[config.mk]
export PLATFORM = sky130hd
export DESIGN_NAME = pc_fetch_unit_flat
export DESIGN_NICKNAME = d
export VERILOG_FILES = /design/src/rtl/pc_fetch_unit_if.sv /design/src/rtl/pc_fetch_unit.sv /design/src/flat_wrapper.sv
export SDC_FILE = /design/constraint.sdc
export NUM_CORES = 1
export LEC_CHECK = 0
export CAP_MARGIN = 20
export CORE_MARGIN = 8
export CORE_UTILIZATION = 40
export DETAILED_ROUTE_END_ITERATION = 10
export PLACE_DENSITY_LB_ADDON = 0.2
export RECOVER_POWER = 50
export SYNTH_ARGS = -nofsm -noshare
export SYNTH_HDL_FRONTEND = slang
export SYNTH_SLANG_ARGS = --single-unit
[constraint.sdc]
create_clock -name clk -period 1.7 [get_ports clk]
set_input_delay 0.17 -clock clk [delete_from_list [all_inputs] [get_ports clk]]
set_output_delay 0.17 -clock clk [all_outputs]
set_load 0.02 [all_outputs]
[src/rtl/pc_fetch_unit_if.sv]
// Fetch-stage bus bundle: the instruction-memory req/gnt/rvalid port and the
// valid/ready output register that feeds decode.
interface pc_fetch_unit_if;
    logic        imem_req;
    logic [31:0] imem_addr;
    logic        imem_gnt;
    logic        imem_rvalid;
    logic [31:0] imem_rdata;
    logic        if_valid;
    logic [31:0] if_pc;
    logic [31:0] if_instr;
    logic        if_ready;

    // Fetch unit side
    modport master (
        output imem_req, imem_addr, if_valid, if_pc, if_instr,
        input  imem_gnt, imem_rvalid, imem_rdata, if_ready
    );

    // Memory / decode side
    modport slave (
        input  imem_req, imem_addr, if_valid, if_pc, if_instr,
        output imem_gnt, imem_rvalid, imem_rdata, if_ready
    );
endinterface

[src/rtl/pc_fetch_unit.sv]
// Program counter and instruction-fetch stage. Keeps one memory request in
// flight, parks the returned word in a one-entry output register for decode,
// and handles redirects by flushing the output and dropping any stale response.
module pc_fetch_unit #(
    parameter logic [31:0] RESET_PC = 32'h0000_0000,
    parameter int unsigned PC_STEP  = 32'd4
) (
    input  logic                   clk,
    input  logic                   rst_n,
    input  logic                   redirect,
    input  logic [31:0]            redirect_pc,
    output logic [31:0]            pc_plus4,
    pc_fetch_unit_if.master        bus
);

    localparam logic [31:0] STEP = 32'(PC_STEP);

    typedef enum logic [2:0] {
        S_IDLE = 3'd0,
        S_REQ  = 3'd1,
        S_WAIT = 3'd2,
        S_HOLD = 3'd3,
        S_DROP = 3'd4
    } state_t;

    state_t      state_r;
    state_t      state_s;
    logic [31:0] pc_r;
    logic [31:0] pc_s;
    logic        req_r;
    logic        valid_r;
    logic        valid_s;
    logic [31:0] if_pc_r;
    logic [31:0] if_instr_r;
    logic        capture_s;
    logic        consume_s;
    logic        flush_s;

    assign pc_plus4      = pc_r + STEP;
    assign bus.imem_req  = req_r;
    assign bus.imem_addr = pc_r;
    assign bus.if_valid  = valid_r;
    assign bus.if_pc     = if_pc_r;
    assign bus.if_instr  = if_instr_r;

    // Next-state, next-PC and output-slot decisions; redirect outranks everything outside IDLE.
    always_comb begin
        state_s   = state_r;
        pc_s      = pc_r;
        valid_s   = valid_r;
        capture_s = 1'b0;
        consume_s = valid_r && bus.if_ready;
        flush_s   = redirect && (state_r != S_IDLE);

        case (state_r)
            S_IDLE: begin
                state_s = S_REQ;
            end
            S_REQ: begin
                if (redirect) begin
                    pc_s    = redirect_pc;
                    // A granted request is already in flight; its response must be swallowed.
                    state_s = bus.imem_gnt ? S_DROP : S_REQ;
                end else begin
                    state_s = bus.imem_gnt ? S_WAIT : S_REQ;
                end
            end
            S_WAIT: begin
                if (redirect) begin
                    pc_s    = redirect_pc;
                    state_s = bus.imem_rvalid ? S_REQ : S_DROP;
                end else if (bus.imem_rvalid) begin
                    capture_s = 1'b1;
                    pc_s      = pc_plus4;
                    // Decode ready now is taken as the slot draining next cycle.
                    state_s   = bus.if_ready ? S_REQ : S_HOLD;
                end else begin
                    state_s = S_WAIT;
                end
            end
            S_HOLD: begin
                if (redirect) begin
                    pc_s    = redirect_pc;
                    state_s = S_REQ;
                end else begin
                    state_s = consume_s ? S_REQ : S_HOLD;
                end
            end
            S_DROP: begin
                if (redirect) begin
                    pc_s = redirect_pc;
                end else begin
                    pc_s = pc_r;
                end
                // The flushed response retires the drop even if a new redirect lands with it.
                state_s = bus.imem_rvalid ? S_REQ : S_DROP;
            end
            default: begin
                state_s = S_IDLE;
            end
        endcase

        if (flush_s) begin
            valid_s = 1'b0;
        end else if (capture_s) begin
            valid_s = 1'b1;
        end else if (consume_s) begin
            valid_s = 1'b0;
        end else begin
            valid_s = valid_r;
        end
    end

    // FSM state, PC and the registered request strobe.
    always_ff @(posedge clk or negedge rst_n) begin
        if (!rst_n) begin
            state_r <= S_IDLE;
            pc_r    <= RESET_PC;
            req_r   <= 1'b0;
        end else begin
            state_r <= state_s;
            pc_r    <= pc_s;
            req_r   <= (state_s == S_REQ);
        end
    end

    // One-entry output register toward decode; contents frozen unless a new word is captured.
    always_ff @(posedge clk or negedge rst_n) begin
        if (!rst_n) begin
            valid_r    <= 1'b0;
            if_pc_r    <= 32'h0000_0000;
            if_instr_r <= 32'h0000_0000;
        end else begin
            valid_r <= valid_s;
            if (capture_s) begin
                if_pc_r    <= pc_r;
                if_instr_r <= bus.imem_rdata;
            end else begin
                if_pc_r    <= if_pc_r;
                if_instr_r <= if_instr_r;
            end
        end
    end

endmodule

[src/flat_wrapper.sv]
// flat-port wrapper written by rule: the top's interface ports become plain ports
module pc_fetch_unit_flat 
#(
    parameter logic [31:0] RESET_PC = 32'h0000_0000,
    parameter int unsigned PC_STEP  = 32'd4
)
  (clk, rst_n, redirect, redirect_pc, pc_plus4, bus_imem_req, bus_imem_addr, bus_if_valid, bus_if_pc, bus_if_instr, bus_imem_gnt, bus_imem_rvalid, bus_imem_rdata, bus_if_ready);
  pc_fetch_unit_if bus_i ();
  input  logic clk;
  input  logic rst_n;
  input  logic redirect;
  input  logic [31:0] redirect_pc;
  output logic [31:0] pc_plus4;
  output wire logic [$bits(bus_i.imem_req)-1:0] bus_imem_req;
  output wire logic [$bits(bus_i.imem_addr)-1:0] bus_imem_addr;
  output wire logic [$bits(bus_i.if_valid)-1:0] bus_if_valid;
  output wire logic [$bits(bus_i.if_pc)-1:0] bus_if_pc;
  output wire logic [$bits(bus_i.if_instr)-1:0] bus_if_instr;
  input wire logic [$bits(bus_i.imem_gnt)-1:0] bus_imem_gnt;
  input wire logic [$bits(bus_i.imem_rvalid)-1:0] bus_imem_rvalid;
  input wire logic [$bits(bus_i.imem_rdata)-1:0] bus_imem_rdata;
  input wire logic [$bits(bus_i.if_ready)-1:0] bus_if_ready;
  assign bus_imem_req = bus_i.imem_req;
  assign bus_imem_addr = bus_i.imem_addr;
  assign bus_if_valid = bus_i.if_valid;
  assign bus_if_pc = bus_i.if_pc;
  assign bus_if_instr = bus_i.if_instr;
  assign bus_i.imem_gnt = bus_imem_gnt;
  assign bus_i.imem_rvalid = bus_imem_rvalid;
  assign bus_i.imem_rdata = bus_imem_rdata;
  assign bus_i.if_ready = bus_if_ready;
  pc_fetch_unit #(.RESET_PC(RESET_PC), .PC_STEP(PC_STEP)) u_core (.clk(clk), .rst_n(rst_n), .redirect(redirect), .redirect_pc(redirect_pc), .pc_plus4(pc_plus4), .bus(bus_i));
endmodule
==> results of run 1 <==
[layout by cell type (no fill, tap or decap), types with 5 or more instances in the layout]
cell type	instances
a21oi_1	14
a21oi_2	6
a31oi_1	7
a31oi_4	5
buf_12	10
buf_4	123
buf_6	35
clkbuf_1	16
clkbuf_16	15
clkdlybuf4s50_1	142
dfrtp_1	87
dfrtp_2	14
dlygate4sd2_1	18
inv_1	11
mux2_2	55
nand2_1	31
nand2_4	6
nand3_1	11
nand3_4	9
nand4_1	7
nor2_1	13
nor2_2	6
nor2_4	5
nor3b_1	5
o21ai_0	26
o22ai_1	5
xnor2_2	17
[worst min path at each step]
stage | from | to | slack [ns] | cells past startpoint
6_report | rst_n | u_core.bus.if_instr[9] | 0.38 | 2
5_1_grt | redirect_pc[3] | u_core.bus.imem_addr[3] | 0.41 | 3
4_1_cts | rst_n | u_core.bus.if_instr[25] | 0.21 | 2
3_5_place_dp | rst_n | u_core.bus.if_instr[9] | 0.03 | 1
3_3_place_gp | rst_n | u_core.bus.if_instr[9] | 0.02 | 1
2_1_floorplan | rst_n | u_core.bus.if_instr[0] | -0.13 | 0
[area by class of cell]
class                   count  area, µm²  share of cell area [%]
clock buffers              10      239.0                   2.492
clock inverters             6      70.07                  0.7305
inverters                  12      45.04                  0.4696
multi-input cells         326       3088                   32.19
flip-flops and latches    101       2545                   26.53
well taps                 172      215.2                   2.244
repair buffers            358       3390                   35.34
[critical path, delay by kind of cell (launching register included)]
family                     cells  cell delay, ns
xor gates and xnor gates       1            0.19
and+or+nand+nor                3            0.48
DFF                            1            0.41
buffers and inverters          2            0.30
adders and majority gates      1            0.16
[state kept, by name, summed over array words and instances (netlist names)]
name / count
u_core.bus.if_pc: 32
u_core.bus.imem_req: 1
u_core.bus.imem_addr: 32
u_core.bus.if_instr: 32
u_core.bus.if_valid: 1
u_core.state_r: 3
[routing by layer]
layer,GRT usage (%),up-vias,part of all wire [%]
li1,-,2381,-
met1,24.13,2588,40
met2,37.19,188,50
met3,6.697,29,8.1
met4,8.639,0,2.2
met5,0,-,0
[synth_stat cells, types with 2 or more instances]
library cell,n,share of area (%)
a21oi_1,20,2.0
a22oi_1,2,0.29
a2bb2oi_1,3,0.51
a31oi_1,13,1.6
a41o_1,2,0.39
a41oi_1,2,0.34
and2_1,2,0.24
and3_1,6,0.73
buf_2,20,2.0
buf_4,5,0.73
buf_6,4,0.88
clkbuf_1,6,0.44
dfrtp_1,101,49
inv_1,12,0.88
mux2_2,56,12
mux2i_1,2,0.39
nand2_1,37,2.7
nand3_1,20,2.0
nand3_2,2,0.39
nand3b_1,2,0.29
nand4_1,7,0.85
nor2_1,23,1.7
nor2b_1,5,0.61
nor3_1,3,0.29
nor3b_1,5,0.73
nor4_1,3,0.37
o21a_1,4,0.59
o21ai_0,31,3.0
o22a_1,3,0.51
o22ai_1,5,0.61
o311ai_1,5,0.85
xnor2_1,24,4.1
xor2_1,5,0.85
[stage by stage]
step / setup TNS, ns / utilization, % / hold WS [ns]
2_1_floorplan: -0.6720 / - / -0.1256
3_3_place_gp: -20.92 / 65.76 / 0.02179
4_1_cts: -9.228 / 72.88 / 0.2117
3_5_place_dp: -22.39 / 65.76 / 0.02567
6_report: -9.876 / 76.32 / 0.3823
5_1_grt: -19.34 / 76.32 / 0.4105
[report_power, final]
part | internal, W | switching [W]
clock | 0.00120 | 0.000983
combinational | 0.00579 | 0.00612
sequential | 0.00353 | 0.000762
[timing repair]
action | in CTS | in global routing
hold buffers | 1 | 0
pin swaps | 42 | 21
endpoints found under the setup margin | 60 | 118
endpoints found under the hold margin | 71 | 0
gates cloned | 2 | 7
gates resized for setup | 241 | 71
buffers inserted | 28 | 19
[cell families after synthesis]
group	after synthesis	share of synthesized area (%)
AO/OA/AOI/OAI	107	14.03
XOR/XNOR	29	4.954
adder cells (fa/ha/maj)	1	0.2440
buffers and inverters	48	4.978
flip-flops	101	49.29
multiplexers	58	12.69
AND/OR/NAND/NOR	130	13.81
==> results.json, run 1 <==
{
  "detail_route.drc_violations": 0,
  "worst-r2r-setup-slack_ns": -0.30,
  "number_of_cell_rows": 41,
  "clk_pin_slew_worst_paths_ns": 0.07,
  "setup.worst_path.start_class": "flop",
  "die_h_um": 129.2,
  "syn-cell-area_um2": 5127,
  "class_of_the_tightest_hold_or_removal_check": "in -> async",
  "clock_tree_from_tritoncts": "done",
  "drt-pass1-iter-count": 4,
  "timing_max_transition_violations_final": 0,
  "crit-reg2reg-launch": "u_core.bus.imem_addr[3]",
  "grt_pass1_vias": 5483,
  "dieArea_um2": 16700,
  "antennaDiodeCount": 0,
  "min_period_ns": 2.100,
  "required_time_of_the_worst_setup_path_ns": 1.53,
  "critical_path.reg2reg.endpoint": "u_core.bus.imem_addr[24]",
  "critPathArrivalTime_ns": 1.93,
  "peakVddDrop_mv": 1.110,
  "timing.critical_path.slowest_cell_delay_ns": 0.41,
  "worst_path_max_delay_cell": "dfrtp_2",
  "detailed_place_hpwl_um": 12750,
  "final-instance-count-excl-fill": 985,
  "cts_root_buf": "clkbuf_16",
  "rsz0062_at_grt": "yes",
  "synthesis.nets": 545,
  "globalRouteOverflowTotal": 0,
  "failed_checks": "setup timing",
  "power_per_cell_area_nw_per_um2": 1916,
  "num_io_pins": 200,
  "achievable_freq_mhz": 476.2,
  "initial_core_util_pct": 40.80,
  "portBuffers": 199,
  "async_reset_ff_share_pct": 100.0,
  "place_area_um2": 8265,
  "yosysUniqueCellTypes": 67,
  "final.setup.worst_slack_ns": -0.4000,
  "fin_crit_sh_pct": 123.5,
  "cts_buffers": 9,
  "power.leakage_nw": 4.280,
  "core-area_um2": 12570,
  "grt_pass1_wl_um": 28210,
  "post_drt_wl_per_cell_um": 19.93,
  "worst-slew-pin-transition_ns": 0.6814,
  "cp-endpoint": "pc_plus4[30]",
  "dpl.cell_count": 918,
  "dominantRegCellSynth": "dfrtp_1",
  "clock_tree.buffer_depth": 2,
  "detailroute.via_count": 5186,
  "fraction_of_layout_instances_using_a_drive_strength_above_1_pct": 45.39,
  "hold_violations": 0,
  "post-route-cell-area_um2": 9592,
  "setup.worst_path.end_class": "primary output",
  "layout.filler_cells": 859,
  "worstSetupPathType": "reg -> out",
  "synth_area_per_cell_um2": 10.82,
  "setup.worst_path.start": "u_core.bus.imem_addr[3]",
  "pre_cts_slack_ns": -0.5887,
  "synth-edff-count": 0,
  "initial_antenna_violation_count": 0,
  "worst-path-max-fanout": 3,
  "dieWidth_um": 129.2,
  "first_iter_violations": 278,
  "outcome": "finished, violations left",
  "postRouteWirelength_um": 19630,
  "worst_skew_pair.late_latency_ns": 0.36,
  "gr-usage-all-layers_pct": 21.49,
  "htree_levels": 3,
  "slew_headroom_pct": 54.57,
  "synth.ff_latch_count": 101,
  "maxCapViolations": 0,
  "route.detailed.vias_per_inst": 5.265,
  "timing.critical_path.cells": "ha_4 > nand4_4 > nor3_4 > buf_6 > nand4_1 > xnor2_2 > buf_4",
  "place.gp.congestion": 0.8628,
  "clock-skew-final_ns": 0.006919,
  "worstRegToRegCells": 9,
  "cts_sinks": 101,
  "setup_violations": 76,
  "net_count_final": 879,
  "total_power_w": 0.01838,
  "ys_seq_area_share_pct": 49.29,
  "number_of_nets_still_failing_antenna_checks_after_routing": 0,
  "yosysWarningCount": 0,
  "syn_to_final_growth_pct": 87.07,
  "syn-instance-count": 474,
  "maximum_number_of_pins_on_one_net_before_global_route_repair": 61
}
No activity file was read; power rests on OpenSTA's default activity.
==> inputs of run 2 (changes only) <==
Settings changed: CTS_CLUSTER_DIAMETER set to 30.
==> results of run 2 <==
The final DEF is identical to that of run 1; final timing and power are the same.
